==> src/rtl/pc_sequencer_if.sv <==
// pc_sequencer_if: groups the pipeline-facing signals of the next-PC unit.
//   master modport: pipeline side (drives ID/EX info and stall, sees PC,
//                   prediction and flush outputs)
//   slave modport : pc_sequencer side
// Parameter ADDR_W sets the PC/address width.
interface pc_sequencer_if #(
    parameter int unsigned ADDR_W = 32
);
    // Hazard control
    logic              stall;
    // ID stage
    logic [ADDR_W-1:0] id_pc4;
    logic              id_jump;
    logic              id_link;
    logic [25:0]       id_jump_addr;
    logic              id_ret;
    // EX stage
    logic [ADDR_W-1:0] ex_pc4;
    logic [ADDR_W-1:0] ex_imm;
    logic [1:0]        ex_branch;
    logic              ex_zero;
    logic              ex_jr;
    logic [ADDR_W-1:0] ex_jr_target;
    logic              ex_jr_pred;
    logic [ADDR_W-1:0] ex_jr_pred_target;
    // Outputs of the sequencer
    logic [ADDR_W-1:0] pc;
    logic [ADDR_W-1:0] pc4;
    logic              ras_pred_valid;
    logic [ADDR_W-1:0] ras_pred_target;
    logic              flush_if_id;
    logic              flush_id_ex;
    logic              misalign_err;

    modport master (
        output stall,
        output id_pc4, id_jump, id_link, id_jump_addr, id_ret,
        output ex_pc4, ex_imm, ex_branch, ex_zero,
        output ex_jr, ex_jr_target, ex_jr_pred, ex_jr_pred_target,
        input  pc, pc4, ras_pred_valid, ras_pred_target,
        input  flush_if_id, flush_id_ex, misalign_err
    );

    modport slave (
        input  stall,
        input  id_pc4, id_jump, id_link, id_jump_addr, id_ret,
        input  ex_pc4, ex_imm, ex_branch, ex_zero,
        input  ex_jr, ex_jr_target, ex_jr_pred, ex_jr_pred_target,
        output pc, pc4, ras_pred_valid, ras_pred_target,
        output flush_if_id, flush_id_ex, misalign_err
    );
endinterface

==> src/rtl/pc_sequencer.sv <==
// pc_sequencer: registered next-PC unit for a 5-stage MIPS pipeline.
// Owns the PC register and picks the next fetch address with priority
// EX branch > EX JR correction > ID jump > ID RAS-predicted return >
// stall hold > sequential. Produces same-cycle flush requests and keeps a
// circular return-address stack (RAS) that predicts JR $31 in ID.
// Ports:
//   clk  - clock
//   rst  - synchronous active-high reset
//   bus  - pc_sequencer_if.slave (stall, ID/EX inputs; pc, pc4,
//          ras_pred_valid/target, flush_if_id/id_ex, misalign_err)
// Optional build macro: PC_SEQ_ALIGN_CHECK_EN
//   defined   - redirect targets with bits[1:0]!=0 raise misalign_err for
//               one cycle and the loaded PC is forced word-aligned
//   undefined - misalign_err tied to 0, targets loaded unmodified
module pc_sequencer #(
    parameter int unsigned          ADDR_W    = 32,
    parameter logic [ADDR_W-1:0]    RESET_PC  = '0,
    parameter int unsigned          RAS_DEPTH = 4
) (
    input  logic               clk,
    input  logic               rst,
    pc_sequencer_if.slave      bus
);

    localparam int unsigned PTR_W = (RAS_DEPTH > 1) ? $clog2(RAS_DEPTH) : 1;
    localparam int unsigned CNT_W = $clog2(RAS_DEPTH + 1);
    // Upper PC bits kept by a J-type target (region select)
    localparam logic [ADDR_W-1:0] J_KEEP_MASK = ~ADDR_W'(28'hFFF_FFFF);

    logic [ADDR_W-1:0] pc_q, pc_d;
    logic [ADDR_W-1:0] pc4_c;
    logic [PTR_W-1:0]  ptr_q, ptr_d;
    logic [CNT_W-1:0]  cnt_q, cnt_d;
    logic [ADDR_W-1:0] ras_q [RAS_DEPTH];

    logic [ADDR_W-1:0] br_t, j_t, jr_t, ras_top, sel_t;
    logic [PTR_W-1:0]  top_idx;
    logic              ras_empty;
    logic              br_taken, jr_fix, ex_redir, id_ok;
    logic              id_jump_go, pred_go, push_go;
    logic              ras_we;
    logic [PTR_W-1:0]  ras_waddr;

    // Sequential address
    assign pc4_c = pc_q + ADDR_W'(4);

    // Redirect targets and RAS top-of-stack
    always_comb begin
        br_t      = bus.ex_pc4 + {bus.ex_imm[ADDR_W-3:0], 2'b00};
        j_t       = (bus.id_pc4 & J_KEEP_MASK) | ADDR_W'({bus.id_jump_addr, 2'b00});
        jr_t      = bus.ex_jr_target;
        ras_empty = (cnt_q == '0);
        top_idx   = ptr_q - PTR_W'(1);
        ras_top   = ras_empty ? '0 : ras_q[top_idx];
    end

    // Redirect conditions; any EX redirect or stall kills ID-stage actions
    always_comb begin
        br_taken   = bus.ex_branch[1] & (bus.ex_branch[0] ? bus.ex_zero : ~bus.ex_zero);
        jr_fix     = bus.ex_jr & (~bus.ex_jr_pred | (bus.ex_jr_pred_target != bus.ex_jr_target));
        ex_redir   = br_taken | jr_fix;
        id_ok      = ~bus.stall & ~ex_redir;
        id_jump_go = bus.id_jump & id_ok;
        pred_go    = bus.id_ret & ~ras_empty & id_ok;
        push_go    = bus.id_link & id_ok;
    end

    // Next-PC priority select (branch also wins over a simultaneous JR)
    always_comb begin
        sel_t = pc4_c;
        if (br_taken) begin
            sel_t = br_t;
        end else if (jr_fix) begin
            sel_t = jr_t;
        end else if (id_jump_go) begin
            sel_t = j_t;
        end else if (pred_go) begin
            sel_t = ras_top;
        end else if (bus.stall) begin
            sel_t = pc_q;
        end
    end

`ifdef PC_SEQ_ALIGN_CHECK_EN
    logic misalign_q, misalign_d;
    logic redir_sel;

    // Flag unaligned redirects and word-align whatever gets loaded
    always_comb begin
        redir_sel  = br_taken | jr_fix | id_jump_go | pred_go;
        misalign_d = redir_sel & (sel_t[1:0] != 2'b00);
        pc_d       = {sel_t[ADDR_W-1:2], 2'b00};
    end

    always_ff @(posedge clk) begin
        if (rst) begin
            misalign_q <= 1'b0;
        end else begin
            misalign_q <= misalign_d;
        end
    end

    assign bus.misalign_err = misalign_q;
`else
    assign pc_d             = sel_t;
    assign bus.misalign_err = 1'b0;
`endif

    // RAS pointer/count update; pop+push in one cycle replaces the top entry
    always_comb begin
        ptr_d     = ptr_q;
        cnt_d     = cnt_q;
        ras_we    = 1'b0;
        ras_waddr = ptr_q;
        if (pred_go && push_go) begin
            ras_we    = 1'b1;
            ras_waddr = top_idx;
        end else if (pred_go) begin
            ptr_d = top_idx;
            cnt_d = cnt_q - CNT_W'(1);
        end else if (push_go) begin
            ras_we = 1'b1;
            ptr_d  = ptr_q + PTR_W'(1);
            if (cnt_q != CNT_W'(RAS_DEPTH)) begin
                cnt_d = cnt_q + CNT_W'(1);
            end
        end
    end

    // PC and RAS control state
    always_ff @(posedge clk) begin
        if (rst) begin
            pc_q  <= RESET_PC;
            ptr_q <= '0;
            cnt_q <= '0;
        end else begin
            pc_q  <= pc_d;
            ptr_q <= ptr_d;
            cnt_q <= cnt_d;
        end
    end

    // RAS storage; contents are don't-care while count is zero
    always_ff @(posedge clk) begin
        if (ras_we && !rst) begin
            ras_q[ras_waddr] <= bus.id_pc4;
        end
    end

    // Outputs; flush/prediction forced low during reset
    assign bus.pc              = pc_q;
    assign bus.pc4             = pc4_c;
    assign bus.flush_if_id     = ~rst & (ex_redir | id_jump_go | pred_go);
    assign bus.flush_id_ex     = ~rst & ex_redir;
    assign bus.ras_pred_valid  = ~rst & pred_go;
    assign bus.ras_pred_target = rst ? '0 : ras_top;

endmodule

==> src/flat_wrapper.sv <==
// flat-port wrapper written by rule: the top's interface ports become plain ports
module pc_sequencer_flat 
#(
    parameter int unsigned          ADDR_W    = 32,
    parameter logic [ADDR_W-1:0]    RESET_PC  = '0,
    parameter int unsigned          RAS_DEPTH = 4
)
  (clk, rst, bus_stall, bus_id_pc4, bus_id_jump, bus_id_link, bus_id_jump_addr, bus_id_ret, bus_ex_pc4, bus_ex_imm, bus_ex_branch, bus_ex_zero, bus_ex_jr, bus_ex_jr_target, bus_ex_jr_pred, bus_ex_jr_pred_target, bus_pc, bus_pc4, bus_ras_pred_valid, bus_ras_pred_target, bus_flush_if_id, bus_flush_id_ex, bus_misalign_err);
  pc_sequencer_if #(.ADDR_W(ADDR_W)) bus_i ();
  input  logic clk;
  input  logic rst;
  input wire logic [$bits(bus_i.stall)-1:0] bus_stall;
  input wire logic [$bits(bus_i.id_pc4)-1:0] bus_id_pc4;
  input wire logic [$bits(bus_i.id_jump)-1:0] bus_id_jump;
  input wire logic [$bits(bus_i.id_link)-1:0] bus_id_link;
  input wire logic [$bits(bus_i.id_jump_addr)-1:0] bus_id_jump_addr;
  input wire logic [$bits(bus_i.id_ret)-1:0] bus_id_ret;
  input wire logic [$bits(bus_i.ex_pc4)-1:0] bus_ex_pc4;
  input wire logic [$bits(bus_i.ex_imm)-1:0] bus_ex_imm;
  input wire logic [$bits(bus_i.ex_branch)-1:0] bus_ex_branch;
  input wire logic [$bits(bus_i.ex_zero)-1:0] bus_ex_zero;
  input wire logic [$bits(bus_i.ex_jr)-1:0] bus_ex_jr;
  input wire logic [$bits(bus_i.ex_jr_target)-1:0] bus_ex_jr_target;
  input wire logic [$bits(bus_i.ex_jr_pred)-1:0] bus_ex_jr_pred;
  input wire logic [$bits(bus_i.ex_jr_pred_target)-1:0] bus_ex_jr_pred_target;
  output wire logic [$bits(bus_i.pc)-1:0] bus_pc;
  output wire logic [$bits(bus_i.pc4)-1:0] bus_pc4;
  output wire logic [$bits(bus_i.ras_pred_valid)-1:0] bus_ras_pred_valid;
  output wire logic [$bits(bus_i.ras_pred_target)-1:0] bus_ras_pred_target;
  output wire logic [$bits(bus_i.flush_if_id)-1:0] bus_flush_if_id;
  output wire logic [$bits(bus_i.flush_id_ex)-1:0] bus_flush_id_ex;
  output wire logic [$bits(bus_i.misalign_err)-1:0] bus_misalign_err;
  assign bus_i.stall = bus_stall;
  assign bus_i.id_pc4 = bus_id_pc4;
  assign bus_i.id_jump = bus_id_jump;
  assign bus_i.id_link = bus_id_link;
  assign bus_i.id_jump_addr = bus_id_jump_addr;
  assign bus_i.id_ret = bus_id_ret;
  assign bus_i.ex_pc4 = bus_ex_pc4;
  assign bus_i.ex_imm = bus_ex_imm;
  assign bus_i.ex_branch = bus_ex_branch;
  assign bus_i.ex_zero = bus_ex_zero;
  assign bus_i.ex_jr = bus_ex_jr;
  assign bus_i.ex_jr_target = bus_ex_jr_target;
  assign bus_i.ex_jr_pred = bus_ex_jr_pred;
  assign bus_i.ex_jr_pred_target = bus_ex_jr_pred_target;
  assign bus_pc = bus_i.pc;
  assign bus_pc4 = bus_i.pc4;
  assign bus_ras_pred_valid = bus_i.ras_pred_valid;
  assign bus_ras_pred_target = bus_i.ras_pred_target;
  assign bus_flush_if_id = bus_i.flush_if_id;
  assign bus_flush_id_ex = bus_i.flush_id_ex;
  assign bus_misalign_err = bus_i.misalign_err;
  pc_sequencer #(.ADDR_W(ADDR_W), .RESET_PC(RESET_PC), .RAS_DEPTH(RAS_DEPTH)) u_core (.clk(clk), .rst(rst), .bus(bus_i));
endmodule
==> config.mk <==
export PLATFORM = sky130hd
export DESIGN_NAME = pc_sequencer_flat
export DESIGN_NICKNAME = d
export VERILOG_FILES = /design/src/rtl/pc_sequencer_if.sv /design/src/rtl/pc_sequencer.sv /design/src/flat_wrapper.sv
export SDC_FILE = /design/constraint.sdc
export NUM_CORES = 1
export LEC_CHECK = 0
export CAP_MARGIN = 0
export CELL_PAD_IN_SITES_DETAIL_PLACEMENT = 0
export CELL_PAD_IN_SITES_GLOBAL_PLACEMENT = 1
export CORE_ASPECT_RATIO = 1.75
export CORE_UTILIZATION = 33
export CTS_CLUSTER_SIZE = 14
export DETAILED_ROUTE_END_ITERATION = 16
export HOLD_SLACK_MARGIN = 0.15
export PLACE_DENSITY = 0.77
export SYNTH_ARGS = -nofsm -noshare
export SYNTH_HDL_FRONTEND = slang
export SYNTH_SLANG_ARGS = --single-unit
export TNS_END_PERCENT = 5
==> constraint.sdc <==
create_clock -name clk -period 5.4 [get_ports clk]
set_input_delay 0.54 -clock clk [delete_from_list [all_inputs] [get_ports clk]]
set_output_delay 0.54 -clock clk [all_outputs]
set_load 0.02 [all_outputs]
==> results.sh, run 1 <==
export IMPL_drt_antenna_violating_nets=0
export IMPL_worstMarginPinSlew_ps=1000
export IMPL_die_area_um2=31400
export IMPL_syn_nets=1196
export IMPL_cp_top_family="buffers and inverters"
export IMPL_first_pass_iters=5
export IMPL_max_stage_delay_ps=640
export IMPL_highest_layer="met4"
export IMPL_postCtsHoldBufs=0
export IMPL_final_util_pct=46.5
export IMPL_place_gp_congestion=0.899
export IMPL_dp_final_hpwl_mm=30.7
export IMPL_power_density_nw_per_um2=258
export IMPL_core_area_um2=30200
export IMPL_grt_pass1_wl_mm=56.3
export IMPL_first_global_vias=9386
export IMPL_hold_viol_final=0
export IMPL_ys_flop_type="edfxtp_1"
export IMPL_yosysSeqAreaShare_pct=45.3
export IMPL_crit_path_frequent_cell="clkdlybuf4s50_1"
export IMPL_postLayoutCellArea_um2=14000
export IMPL_finalWirelength_mm=39.1
export IMPL_finalCritPeriodShare_pct=74.9
export IMPL_io_pin_count=297
export IMPL_wl_met1_mm=14.4
export IMPL_setup_ws_ps=1360
export IMPL_synthArstFlopShare_pct=0
export IMPL_crit_path_start_kind="input port"
export IMPL_drc=0
export IMPL_nets=1475
export IMPL_hp_class="input port to register"
export IMPL_skew_ps=9.79
export IMPL_route_met3_wl_mm=2.07
export IMPL_die_x_um=134
export IMPL_syn_area_per_cell_um2=10.5
export IMPL_routed_wl_met2_mm=21.0
export IMPL_dp_slack_ps=1010
export IMPL_cts_tree="done"
export IMPL_cts_buffers=17
export IMPL_grt_max_degree=39
export IMPL_routedWlPerCell_um=23.7
export IMPL_vias=9150
export IMPL_rows=84
export IMPL_max_freq_mhz=247
export IMPL_cts_resized=0
export IMPL_yosys_warnings=0
export IMPL_tns_ps=0
export IMPL_syn_inst=966
export IMPL_placed_area_um2=13400
export IMPL_cts_buffer_depth=2
export IMPL_arrival_ps=3500
export IMPL_rsz0062_at_grt="no"
export IMPL_vdd_drop_max_mv=0.195
export IMPL_cp_data_required_time_ps=4860
export IMPL_crit_path_max_fanout=25
export IMPL_synth_seq_cells=165
export IMPL_drive_above_1_share_pct=8.66
export IMPL_cts_root_buffer="clkbuf_16"
export IMPL_slew_headroom_pct=32.9
export IMPL_start_util_pct=33.6
export IMPL_clock_sink_count=165
export IMPL_worstPathCellList="clkdlybuf4s50_1 -> xnor2_1 -> o211ai_1 -> nor4_4 -> a41o_1 -> nand2_4 -> buf_4 -> nor2_1 -> clkdlybuf4s50_1"
export IMPL_power_leakage_uw=0.00486
export IMPL_critical_path_class="input port to output pin"
export IMPL_worst_setup_path_end_kind="output pin"
export IMPL_avgViaCountPerCell=5.56
export IMPL_cap_violations=0
export IMPL_placement_io_buffers=293
export IMPL_outcome="finished, final reports clean"
export IMPL_antenna_found_initial=1
export IMPL_grt_usage_pct=24.6
export IMPL_die_h_um=234
export IMPL_area_growth_pct=38.4
export IMPL_synth_edff_count=128
export IMPL_clk_latency_ps=430
export IMPL_netlist_area_um2=10100
export IMPL_drv_slew=0
export IMPL_overflow=0
export IMPL_cp_buffers_inverters=3
export IMPL_crit_path_top_delay_cell="clkdlybuf4s50_1"
export IMPL_clkSlewWorstSetupHoldPaths_ps=60
export IMPL_htreeDepth=4
export IMPL_synth_distinct_cells=80
export IMPL_setup_viol=0
export IMPL_dr_first_iter_drc_count=501
export IMPL_cts_setup_buffers=0
export IMPL_fin_crit_ps=4040
-- flip-flops by register name, summed over array words and instances (netlist names) --
| name | count |
|---|---|
| u_core.ras_q | 128 |
| u_core.cnt_q | 3 |
| u_core.ptr_q | 2 |
| u_core.bus.pc | 32 |
-- cells by family after synthesis --
family | share of synthesized area [%]
and+or+nand+nor | 16.5
adders and majority gates | 4.15
AOI/OAI and AO/OA | 15.1
DFF | 45.3
buffers and inverters | 3.47
xor gates and xnor gates | 6.90
other | 0.0370
muxes | 8.62
-- per-stage QoR --
step / total power, uW / hold slack (ps) / std cells
after floorplan: 1960 / 473 / 966
after detailed placement: 2440 / 531 / 1613
after global placement: 2440 / 499 / 1613
after global routing: 3760 / 543 / 1646
final: 3620 / 526 / 1646
after CTS: 3640 / 517 / 1645
-- power breakdown --
| group | switching (uW) | leakage, uW | internal (uW) |
|---|---|---|---|
| sequential | 67.4 | 0.00146 | 1400 |
| combinational | 505 | 0.00313 | 445 |
| clock | 517 | 0.000271 | 685 |
| total | 1090 | 0.00486 | 2530 |
-- final cells by class --
| class | count | area, um^2 |
|---|---|---|
| Clock buffer | 18 | 429 |
| Clock inverter | 14 | 149 |
| Antenna cell | 1 | 2.50 |
| Fill cell | 2872 | 16100 |
| Tap cell | 387 | 484 |
| Sequential cell | 165 | 4590 |
| Timing Repair Buffer | 312 | 3070 |
| Inverter | 24 | 92.6 |
| Multi-Input combinational cell | 725 | 5210 |
-- routing by layer --
metal / global-route usage [%] / up-vias
met5: 0 / -
met4: 11.7 / 0
met3: 3.35 / 70
met2: 46.3 / 361
met1: 26.9 / 4499
li1: - / 4220
-- final timing paths --
check                            from             endpoint  slack (ps)  cells past startpoint
hold / removal                    rst      u_core.cnt_q[0]         530                      2
setup reg to reg      u_core.cnt_q[0]  u_core.ras_q[3][10]        2270                     11
hold reg to reg      u_core.bus.pc[0]     u_core.bus.pc[0]         540                      2
setup / recovery  bus_ex_jr_target[6]   bus_ras_pred_valid        1360                      9
-- layout by cell type, fill, tap and decap left out, types with 4 or more instances in the layout --
cell type	n
clkdlybuf4s50_1	292
edfxtp_1	128
nor2_1	99
nand2_1	92
a21oi_1	64
xnor2_1	61
o21ai_0	36
dfxtp_1	36
ha_1	32
mux4_2	31
nand3_1	29
nor3_1	24
inv_1	22
nand4_1	20
and3_1	19
buf_4	19
xor2_1	17
clkbuf_16	17
o211ai_1	15
a211oi_1	15
a31oi_1	13
mux2i_1	13
a21o_1	12
o22ai_1	10
and2_1	9
o221ai_1	7
or3_1	6
o21a_1	5
a311oi_1	5
nor2b_1	5
o31ai_1	4
a221oi_1	4
nand2b_1	4
and4_1	4
o21ai_1	4
inv_6	4
clkinvlp_4	4
-- synth_stat cells (all sizes together) (5+ instances only) --
cell / number / area [um^2]
a211oi: 17 / 138
dfxtp: 37 / 741
o22ai: 11 / 75.1
inv: 24 / 92.6
o221ai: 7 / 61.3
nor2: 103 / 397
and3: 20 / 126
mux4: 31 / 698
and2: 10 / 62.6
nor2b: 5 / 31.3
or3: 6 / 37.5
nand3: 29 / 145
nand4: 21 / 146
nor3: 26 / 146
a31oi: 13 / 81.3
a311oi: 5 / 43.8
nor4: 8 / 95.1
clkbuf: 27 / 101
a21o: 12 / 90.1
edfxtp: 128 / 3840
o211ai: 15 / 113
buf: 25 / 158
nand2: 93 / 357
xor2: 18 / 165
o21ai: 40 / 200
ha: 32 / 400
a21oi: 64 / 320
xnor2: 61 / 534
o21a: 5 / 37.5
mux2i: 13 / 130
Power figures use the tool's default switching activity.
==> run 2, diff against run 1 <==
==> constraint.sdc (replaced) <==
create_clock -name clk -period 3.3 [get_ports clk]
set_input_delay 0.33 -clock clk [delete_from_list [all_inputs] [get_ports clk]]
set_output_delay 0.33 -clock clk [all_outputs]
set_load 0.02 [all_outputs]
==> run 2 against run 1 <==
  * Die area stayed put
  * Sequential power is 63% higher
  * Worst setup slack worse by 1300 ps
  * Clock skew is 3.0 ps lower
  * Sequential cell count stayed put
  * Hold slack worse by 69 ps
  * Combinational power is 76% higher
  * Register-to-register slack worse by 1600 ps
  * Sequential share of layout area is 1.7 points lower
  * Via count is 1.9% higher
  * Non-clock buffer count is 82 higher
  * Wire length is 2.2% higher
  * Largest cell class unchanged
  * Largest power group unchanged
==> results.sh, run 2 (synthesis results as in run 1) <==
export IMPL_outcome="finished, final reports clean"
export IMPL_fillers=2789
export IMPL_cts_buffers=17
export IMPL_max_freq_mhz=309
export IMPL_crit_path_start_kind="register"
export IMPL_grt_pass1_wl_mm=58.2
export IMPL_rsz0062_at_grt="yes"
export IMPL_placed_area_um2=14200
export IMPL_placement_io_buffers=293
export IMPL_routedWlPerCell_um=23.1
export IMPL_cts_tree="done"
export IMPL_drv_slew=0
export IMPL_tns_ps=0
export IMPL_dp_final_hpwl_mm=32.2
export IMPL_drt_antenna_violating_nets=0
export IMPL_power_density_nw_per_um2=407
export IMPL_clkSlewWorstSetupHoldPaths_ps=70
export IMPL_die_area_um2=31400
export IMPL_grt_max_degree=38
export IMPL_reg2regPathDepth=11
export IMPL_max_stage_delay_ps=690
export IMPL_finalCritPeriodShare_pct=97.9
export IMPL_power_leakage_uw=0.00537
export IMPL_drc=0
export IMPL_skew_ps=6.80
export IMPL_cap_violations=0
export IMPL_area_growth_pct=46.2
export IMPL_cp_data_required_time_ps=2970
export IMPL_final_common_cell="clkdlybuf4s50_1"
export IMPL_cts_buffer_depth=2
export IMPL_cp_endpoint="bus_pc4[23]"
export IMPL_grt_usage_pct=25.6
export IMPL_largest_reg_flops=128
export IMPL_first_pass_iters=5
export IMPL_htreeDepth=4
export IMPL_arrival_ps=2900
export IMPL_die_x_um=134
export IMPL_finalWirelength_mm=39.9
export IMPL_clk_latency_ps=440
export IMPL_postCtsHoldBufs=0
export IMPL_nets=1557
export IMPL_overflow=0
export IMPL_worstMarginPinSlew_ps=673
export IMPL_crit_path_frequent_cell="buf_4"
export IMPL_worstPathCellList="nand4_4 -> nor4_4 -> buf_4 -> buf_4 -> nand3_1 -> xnor2_1 -> clkdlybuf4s50_1"
export IMPL_multi_input_area_um2=5300
export IMPL_rows=84
export IMPL_setup_viol=0
export IMPL_hold_viol_final=0
export IMPL_worst_setup_path_end_kind="output pin"
export IMPL_clock_sink_count=165
export IMPL_cts_root_buffer="clkbuf_16"
export IMPL_hp_class="input port to register"
export IMPL_avgViaCountPerCell=5.40
export IMPL_vdd_drop_max_mv=0.600
export IMPL_final_util_pct=49.1
export IMPL_regMostFlops="u_core.ras_q"
export IMPL_crit_start="u_core.bus.pc[8]"
export IMPL_rrSetupSlack_ps=700
export IMPL_antenna_found_initial=2
export IMPL_crit_path_top_delay_cell="clkdlybuf4s50_1"
export IMPL_fin_crit_ps=3230
export IMPL_mostFrequentLayoutCells="clkdlybuf4s50_1, edfxtp_1, nor2_1"
export IMPL_hold_slack_ps=457
export IMPL_die_h_um=234
export IMPL_reg2reg_to="u_core.ras_q[0][25]"
export IMPL_drive_above_1_share_pct=15.3
export IMPL_start_util_pct=33.6
export IMPL_total_power_uw=6030
export IMPL_crit_path_max_fanout=7
export IMPL_slew_headroom_pct=55.1
export IMPL_core_area_um2=30200
export IMPL_critical_path_class="register to output pin"
export IMPL_place_gp_congestion=0.922
export IMPL_regArea_um2=4590
export IMPL_vias=9324
export IMPL_first_global_vias=9817
export IMPL_postLayoutCellArea_um2=14800
export IMPL_io_pin_count=297
export IMPL_r2r_start="u_core.cnt_q[1]"
export IMPL_dr_first_iter_drc_count=520
## run 2: metrics by stage
step | worst slack (ps) | std cells
after floorplan | -29.8 | 966
after global placement | -141 | 1693
after detailed placement | -187 | 1693
after CTS | 2.78 | 1727
after global routing | -9.06 | 1728
final | 68.8 | 1728
## run 2: cell type report
| class | count | share of cell area [%] |
|---|---|---|
| Sequential cell | 165 | 31.0 |
| Clock inverter | 13 | 0.997 |
| Antenna cell | 1 | 0.0169 |
| Multi-Input combinational cell | 725 | 35.8 |
| Inverter | 24 | 0.642 |
| Clock buffer | 19 | 2.92 |
| Timing Repair Buffer | 394 | 25.3 |
| Tap cell | 387 | 3.27 |
## run 2: how the worst min path moves through the flow
stage | start | end | slack [ps] | cells after the start
after floorplan | bus_id_pc4[0] | u_core.ras_q[0][0] | 430 | 0
after detailed placement | u_core.cnt_q[2] | u_core.cnt_q[2] | 510 | 1
after CTS | rst | u_core.cnt_q[0] | 440 | 3
final | rst | u_core.cnt_q[0] | 460 | 3
after global placement | u_core.cnt_q[2] | u_core.cnt_q[2] | 510 | 1
after global routing | rst | u_core.cnt_q[0] | 470 | 3
## run 2: timing repair
item | 4_1_cts | 5_1_grt
gates cloned | 0 | 0
setup buffers | 2 | 0
setup endpoints to repair | 14 | 12
pin swaps | 3 | 0
endpoints found under the hold margin | 0 | 0
gates resized for setup | 5 | 9
## run 2: routing by layer
layer  global-route usage [%]  part of all wire [%]
met1                     26.7                    35
met5                        0                 0.028
met3                     3.98                   5.7
met4                     14.7                   5.6
met2                     48.3                    53
## run 2: worst max-delay path: cells and delay by family, from the launching register on
kind	cells	cell delay, ps
xor gates and xnor gates	1	340
buffers and inverters	3	1010
DFF	1	520
and+or+nand+nor	3	590
## run 2: where the power goes
| part | switching [uW] | internal [uW] | leakage (uW) |
|---|---|---|---|
| Sequential | 93.2 | 2290 | 0.00146 |
| Clock | 844 | 1120 | 0.000283 |
| Combinational | 868 | 805 | 0.00362 |
| Total | 1800 | 4220 | 0.00537 |
==> run 3, diff against run 2 <==
--- a/config.mk
+++ b/config.mk
@@ -5,15 +5,16 @@
 export SDC_FILE = /design/constraint.sdc
 export NUM_CORES = 1
 export LEC_CHECK = 0
+export ABC_AREA = 1
 export CAP_MARGIN = 0
 export CELL_PAD_IN_SITES_DETAIL_PLACEMENT = 0
 export CELL_PAD_IN_SITES_GLOBAL_PLACEMENT = 1
 export CORE_ASPECT_RATIO = 1.75
-export CORE_UTILIZATION = 33
-export CTS_CLUSTER_SIZE = 14
+export CORE_UTILIZATION = 32
+export CTS_CLUSTER_DIAMETER = 80
 export DETAILED_ROUTE_END_ITERATION = 16
 export HOLD_SLACK_MARGIN = 0.15
-export PLACE_DENSITY = 0.77
+export PLACE_DENSITY = 0.78
 export SYNTH_ARGS = -nofsm -noshare
 export SYNTH_HDL_FRONTEND = slang
 export SYNTH_SLANG_ARGS = --single-unit
==> run 3 against run 2 <==
  * Via count is 17% higher
  * Clock skew rose by 2.8 ps
  * Register-to-register slack better by 80 ps
  * First-iteration DRC count shrank 5.0%
  * Wire length grew 8.2%
  * Sequential cell count stayed put
  * Combinational power is 5% higher
  * Utilization is 3.5 points lower
  * Cell count is 29% higher
  * Clock power fell by 3%
  * Largest cell class unchanged
  * Largest power group unchanged
  * Highest routed layer is now met4
==> results.sh, run 3 <==
export IMPL_outcome="finished, final reports clean"
export IMPL_yosysSeqAreaShare_pct=41.8
export IMPL_routedWlPerCell_um=19.3
export IMPL_dr_first_iter_drc_count=494
export IMPL_finalWirelength_mm=43.2
export IMPL_final_common_cell="nand2_1"
export IMPL_dp_cells=2201
export IMPL_start_util_pct=32.5
export IMPL_power_frac_clock_pct=31.6
export IMPL_placement_io_buffers=293
export IMPL_crit_path_start_kind="register"
export IMPL_worst_setup_path_end_kind="output pin"
export IMPL_p_switching_uw=1990
export IMPL_regArea_um2=4590
export IMPL_power_density_nw_per_um2=392
export IMPL_layout_cells_non_filler=2237
export IMPL_synth_top_cell_area_share_pct=35.0
export IMPL_first_pass_iters=9
export IMPL_yosys_area_top_type="edfxtp_1"
export IMPL_pwr_share_comb_pct=29.2
export IMPL_fin_crit_ps=3180
export IMPL_vdd_drop_max_mv=0.341
export IMPL_cts_buffers=17
export IMPL_overflow=0
export IMPL_power_leakage_uw=0.00633
export IMPL_grt_pass1_wl_mm=62.9
export IMPL_p_sw_share_pct=32.9
export IMPL_avgViaCountPerCell=4.89
export IMPL_worstMarginPinSlew_ps=695
export IMPL_yosysMostFrequentCell="nand2_1"
export IMPL_slew_headroom_pct=53.3
export IMPL_die_area_um2=35100
export IMPL_yosys_warnings=0
export IMPL_crit_path_max_fanout=5
export IMPL_clkSlewWorstSetupHoldPaths_ps=70
export IMPL_regMostFlops="u_core.ras_q"
export IMPL_synthTopCellsByArea="edfxtp_1, nand2_1, dfxtp_1"
export IMPL_cts_buffer_depth=2
export IMPL_finalCritPeriodShare_pct=96.5
export IMPL_clock_sink_count=165
export IMPL_drive_above_1_share_pct=9.06
export IMPL_core_area_um2=33700
export IMPL_area_growth_pct=40.1
export IMPL_arrival_ps=2850
export IMPL_drc=0
export IMPL_grt_max_degree=49
export IMPL_syn_nets=1674
export IMPL_die_h_um=247
export IMPL_io_pin_count=297
export IMPL_cap_violations=0
export IMPL_hp_class="register to register"
export IMPL_syn_inst=1444
export IMPL_largest_reg_flops=128
export IMPL_drv_slew=0
export IMPL_multi_input_area_um2=5410
export IMPL_cts_setup_buffers=0
export IMPL_synth_distinct_cells=52
export IMPL_rsz0062_at_grt="no"
export IMPL_skew_ps=9.57
export IMPL_placed_area_um2=14800
export IMPL_setup_viol=0
export IMPL_rows=89
export IMPL_hold_viol_final=0
export IMPL_postLayoutCellArea_um2=15400
export IMPL_vias=10900
export IMPL_synth_edff_count=128
export IMPL_total_power_uw=6030
export IMPL_cp_data_required_time_ps=2970
export IMPL_first_global_vias=10800
export IMPL_antenna_found_initial=5
export IMPL_max_freq_mhz=314
export IMPL_ys_flop_type="edfxtp_1"
export IMPL_drt_antenna_violating_nets=0
export IMPL_p_seq_share_pct=39.2
export IMPL_place_gp_congestion=0.981
export IMPL_tns_ps=0
export IMPL_nets=1995
export IMPL_internal_power_uw=4040
export IMPL_fillers=3374
export IMPL_netlist_area_um2=11000
export IMPL_htreeDepth=4
export IMPL_reg2regPathDepth=10
export IMPL_critical_path_class="register to output pin"
export IMPL_mostFrequentLayoutCells="nand2_1, clkdlybuf4s50_1, inv_1"
export IMPL_syn_area_per_cell_um2=7.60
export IMPL_synth_seq_cells=165
export IMPL_clk_latency_ps=440
export IMPL_grt_usage_pct=24.7
export IMPL_synthArstFlopShare_pct=0
export IMPL_die_x_um=142
export IMPL_cts_tree="done"
export IMPL_dp_final_hpwl_mm=35.1
export IMPL_cts_root_buffer="clkbuf_16"
export IMPL_hold_path_depth=2
export IMPL_synth_commonest_cells="nand2_1, inv_1, edfxtp_1"
## run 3: through the flow
stage	util, %	hold slack, ps	setup WS [ps]
CTS	45.5	504	2.17
global placement	43.8	493	-73.8
floorplan	-	429	-92.8
detailed placement	43.8	503	-196
global route	45.5	516	12.8
finish	45.6	512	117
## run 3: final cells by class
| type | instances | area share, % |
|---|---|---|
| multi-input cells | 1020 | 35.2 |
| clock buffers | 17 | 2.77 |
| clock inverters | 15 | 0.895 |
| diodes | 4 | 0.0651 |
| flip-flops and latches | 165 | 29.8 |
| well taps | 455 | 3.70 |
| inverters | 200 | 4.88 |
| repair buffers | 361 | 22.7 |
## run 3: cell families after synthesis
kind of cell | Yosys count | synth area share (%)
flip-flops | 165 | 41.8
multiplexers | 1 | 0.0912
adder cells (fa/ha/maj) | 33 | 3.83
AO/OA/AOI/OAI | 285 | 15.4
XOR/XNOR | 43 | 3.57
AND/OR/NAND/NOR | 657 | 25.8
buffers and inverters | 259 | 9.45
other | 1 | 0.0342
## run 3: power groups by stage
stage                     combinational, uW  clock, uW  sequential, uW
after floorplan                         844          0            2450
after global placement                 1750          0            2410
after detailed placement               1760          0            2410
after CTS                              1770       1940            2360
after global routing                   1920       2020            2370
final                                  1760       1910            2360
## run 3: worst max-delay path, stage by stage (launching register included)
cell and delay (ps):
dfxtp_1 450, inv_1 120, nor3_2 310, nand2_1 90, nor2_1 210, nand3_1 210, xnor2_1 350, clkdlybuf4s50_1 680
## run 3: routing by layer
metal	share of wire, %	wire, um	up-vias	track usage (%)
met5	0	0	-	0
met1	36	15400	5065	24.9
li1	-	-	5455	-
met2	56	24200	345	49.1
met3	4.2	1840	79	3.12
met4	4.0	1720	0	11.1
## run 3: worst paths after layout
check / startpoint / to / slack, ps
hold reg to reg: u_core.cnt_q[0] / u_core.cnt_q[0] / 510
setup / recovery: u_core.bus.pc[10] / bus_pc4[28] / 120
hold / removal: u_core.cnt_q[0] / u_core.cnt_q[0] / 510
setup reg to reg: u_core.cnt_q[2] / u_core.ras_q[3][17] / 780
## run 3: what timing repair did
| item | in CTS | in global routing |
|---|---|---|
| hold buffers | 0 | 0 |
| gates cloned | 0 | 0 |
| gates resized for setup | 3 | 5 |
| hold endpoints to repair | 0 | 0 |
| endpoints found under the setup margin | 2 | 5 |
==> variant, RTL diff (settings of run 3) <==
Add a define of `PC_SEQ_ALIGN_CHECK_EN`.
--- a/src/rtl/pc_sequencer.sv
+++ b/src/rtl/pc_sequencer.sv
@@ -14,2 +14,4 @@
 //   undefined - misalign_err tied to 0, targets loaded unmodified
+`define PC_SEQ_ALIGN_CHECK_EN
+
 module pc_sequencer #(
Behaviour: not the same (a bounded check fails within 4 cycles, from zero or initial values and one cycle with rst high).
==> variant against run 3 <==
- sequential cell count fell by 1
- routed wire length fell by 5.1%
- sequential share of layout area rose by 0.58 points
- core utilization rose by 0.051 points
- count of clock-buffer cells in the layout did not move
- global-route usage fell by 0.87 points
- final area fell by 2.3%
- register-to-register slack got worse by 80 ps
- setup slack got worse by 36 ps
- synthesized cell count fell by 4.0%
- total power fell by 2.0%
- synthesized area fell by 2.3%
- non-clock buffer count fell by 10
- critical path type unchanged
==> variant: results (changes against run 3) <==
[sta]
clock_skew_ps=9.56  ; -0.0127 ps
max_freq_ghz=0.311  ; -1.1%

[pwr]
p_leak_nw=6.30  ; -0.43%
vdd.ir_drop.worst_v=0.000479  ; +40%
p_sw_w=0.00187  ; -6.1%

[logic_synthesis]
synth_seq_cells=164  ; -0.61%
synth_commonest_cells=nand2_1 (338), inv_1 (189), edfxtp_1 (128), o21ai_0 (125), nor2_1 (106)
synth_top_cells_by_area=edfxtp_1 (36%), nand2_1 (12%), dfxtp_1 (6.7%)
synth_adder_area_share_pct=3.92  ; +0.090 points
synthMuxAreaShare_pct=0  ; -0.091 points
yosysSeqAreaShare_pct=42.6  ; +0.80 points

[place]
gp_congestion=0.946  ; -3.5%
dp_slack_ps=-155  ; +40.6 ps
place_area_um2=14400  ; -2.5%
numPortBuffers=290  ; -1.0%

[run_status]
outcome=finished clean

[global_route]
grt_max_degree=39  ; -20%
grt_util_met2_pct=46.3  ; -2.9 points
antenna_found_initial=1  ; -4

[worst_setup_path]
crit_arrival_ps=2890  ; +40 ps
reg2reg_to=u_core.bus.pc[22]$_SDFFE_PP0P_
critPathMaxStageDelay_ps=560  ; -120 ps
reg2reg_slack_ps=700  ; -80 ps
timing.rr.start=u_core.bus.pc[3]$_SDFFE_PP0P_

[detailed_routing]
dr.pass1.iters=5  ; -4
vias=10600  ; -3.1%
drt_iter0_drc=522  ; +5.7%

[final_layout]
final_nets=1932  ; -3.2%
drive_gt1_share_pct=7.64  ; -1.4 points
diodes=0  ; -4

-- variant: changes by cell type in the layout (fill, tap and decap cells not counted), moves of 10 or more --
cell / before / now
nand2_1: 376 / 338
o211ai_1: 34 / 5
o21ai_0: 97 / 125
a22oi_1: 34 / 53
nor2_1: 117 / 101
buf_4: 67 / 56
or2_2: 14 / 4
-- variant: layer usage --
metal	share of wire (%)	routed length, um	vias to the layer above
met2	55	22500	352
met4	4.9	2020	2
met1	35	14500	4886
li1	-	-	5281
met3	4.8	1960	79
met5	0.029	12	-
-- variant: power by group through the flow --
stage	registers (W)	logic, W	clock network (W)
final	0.00235	0.00168	0.00188
after global routing	0.00235	0.00182	0.00200
after global placement	0.00239	0.00167	0
after detailed placement	0.00239	0.00168	0
after CTS	0.00235	0.00169	0.00193
after floorplan	0.00243	0.000798	0
-- variant: area by class of cell --
class / count / area [um2]
inverters: 195 / 732
fillers: 3292 / 17900
repair buffers: 351 / 3410
well taps: 405 / 507
clock buffers: 17 / 425
multi-input cells: 973 / 5250
clock inverters: 14 / 126
flip-flops and latches: 164 / 4570
-- variant: worst reg2reg max path: stages, from the launching register on --
cell and delay [ps]:
dfxtp_1 430, ha_1 260, nand3_1 110, nor2_2 210, nand2_2 140, nor2_4 160
nand2_1 170, nor2_4 170, xor2_1 310, inv_1 70, nand2_1 70, nand3_1 70
nand2_1 110, nand2_1 90, nand3_1 80, nand2_1 50, inv_1 50
-- variant: logic make-up (layout without fill, tap and decap cells) --
kind of cell / Yosys count / count (layout)
AOI/OAI and AO/OA: 303 / 303
xor gates and xnor gates: 54 / 54
adders and majority gates: 33 / 33
buffers and inverters: 252 / 577
DFF: 164 / 164
other: 1 / 4
and+or+nand+nor: 579 / 579
-- variant: per-stage QoR --
stage               instances  total power [W]  hold slack [ps]  TNS [ps]  util [%]
floorplan                1389          0.00323              429    -14870         -
global placement         2088          0.00406              505     -4240      43.8
detailed placement       2088          0.00407              509    -15480      43.8
CTS                      2119          0.00596              506         0      45.5
global route             2119          0.00617              525      -247      45.6
finish                   2119          0.00591              525         0      45.6
-- variant: timing repair --
action	CTS	global route
resized for setup	9	12
endpoints found under the setup margin	8	16
buffers inserted	0	0
-- variant: worst max path at each step --
stage | from | depth (start not counted) | end
2_1_floorplan | bus_ex_jr_target[26] | 17 | u_core.ras_q[0][0]$_DFFE_PP_
3_3_place_gp | bus_ex_jr_target[21] | 18 | u_core.ras_q[2][6]$_DFFE_PP_
3_5_place_dp | bus_ex_jr_target[21] | 17 | u_core.ras_q[3][13]$_DFFE_PP_
4_1_cts | u_core.bus.pc[3]$_SDFFE_PP0P_ | 8 | bus_pc4[26]
5_1_grt | u_core.bus.pc[3]$_SDFFE_PP0P_ | 9 | bus_pc4[20]
6_report | u_core.bus.pc[3]$_SDFFE_PP0P_ | 9 | bus_pc4[20]
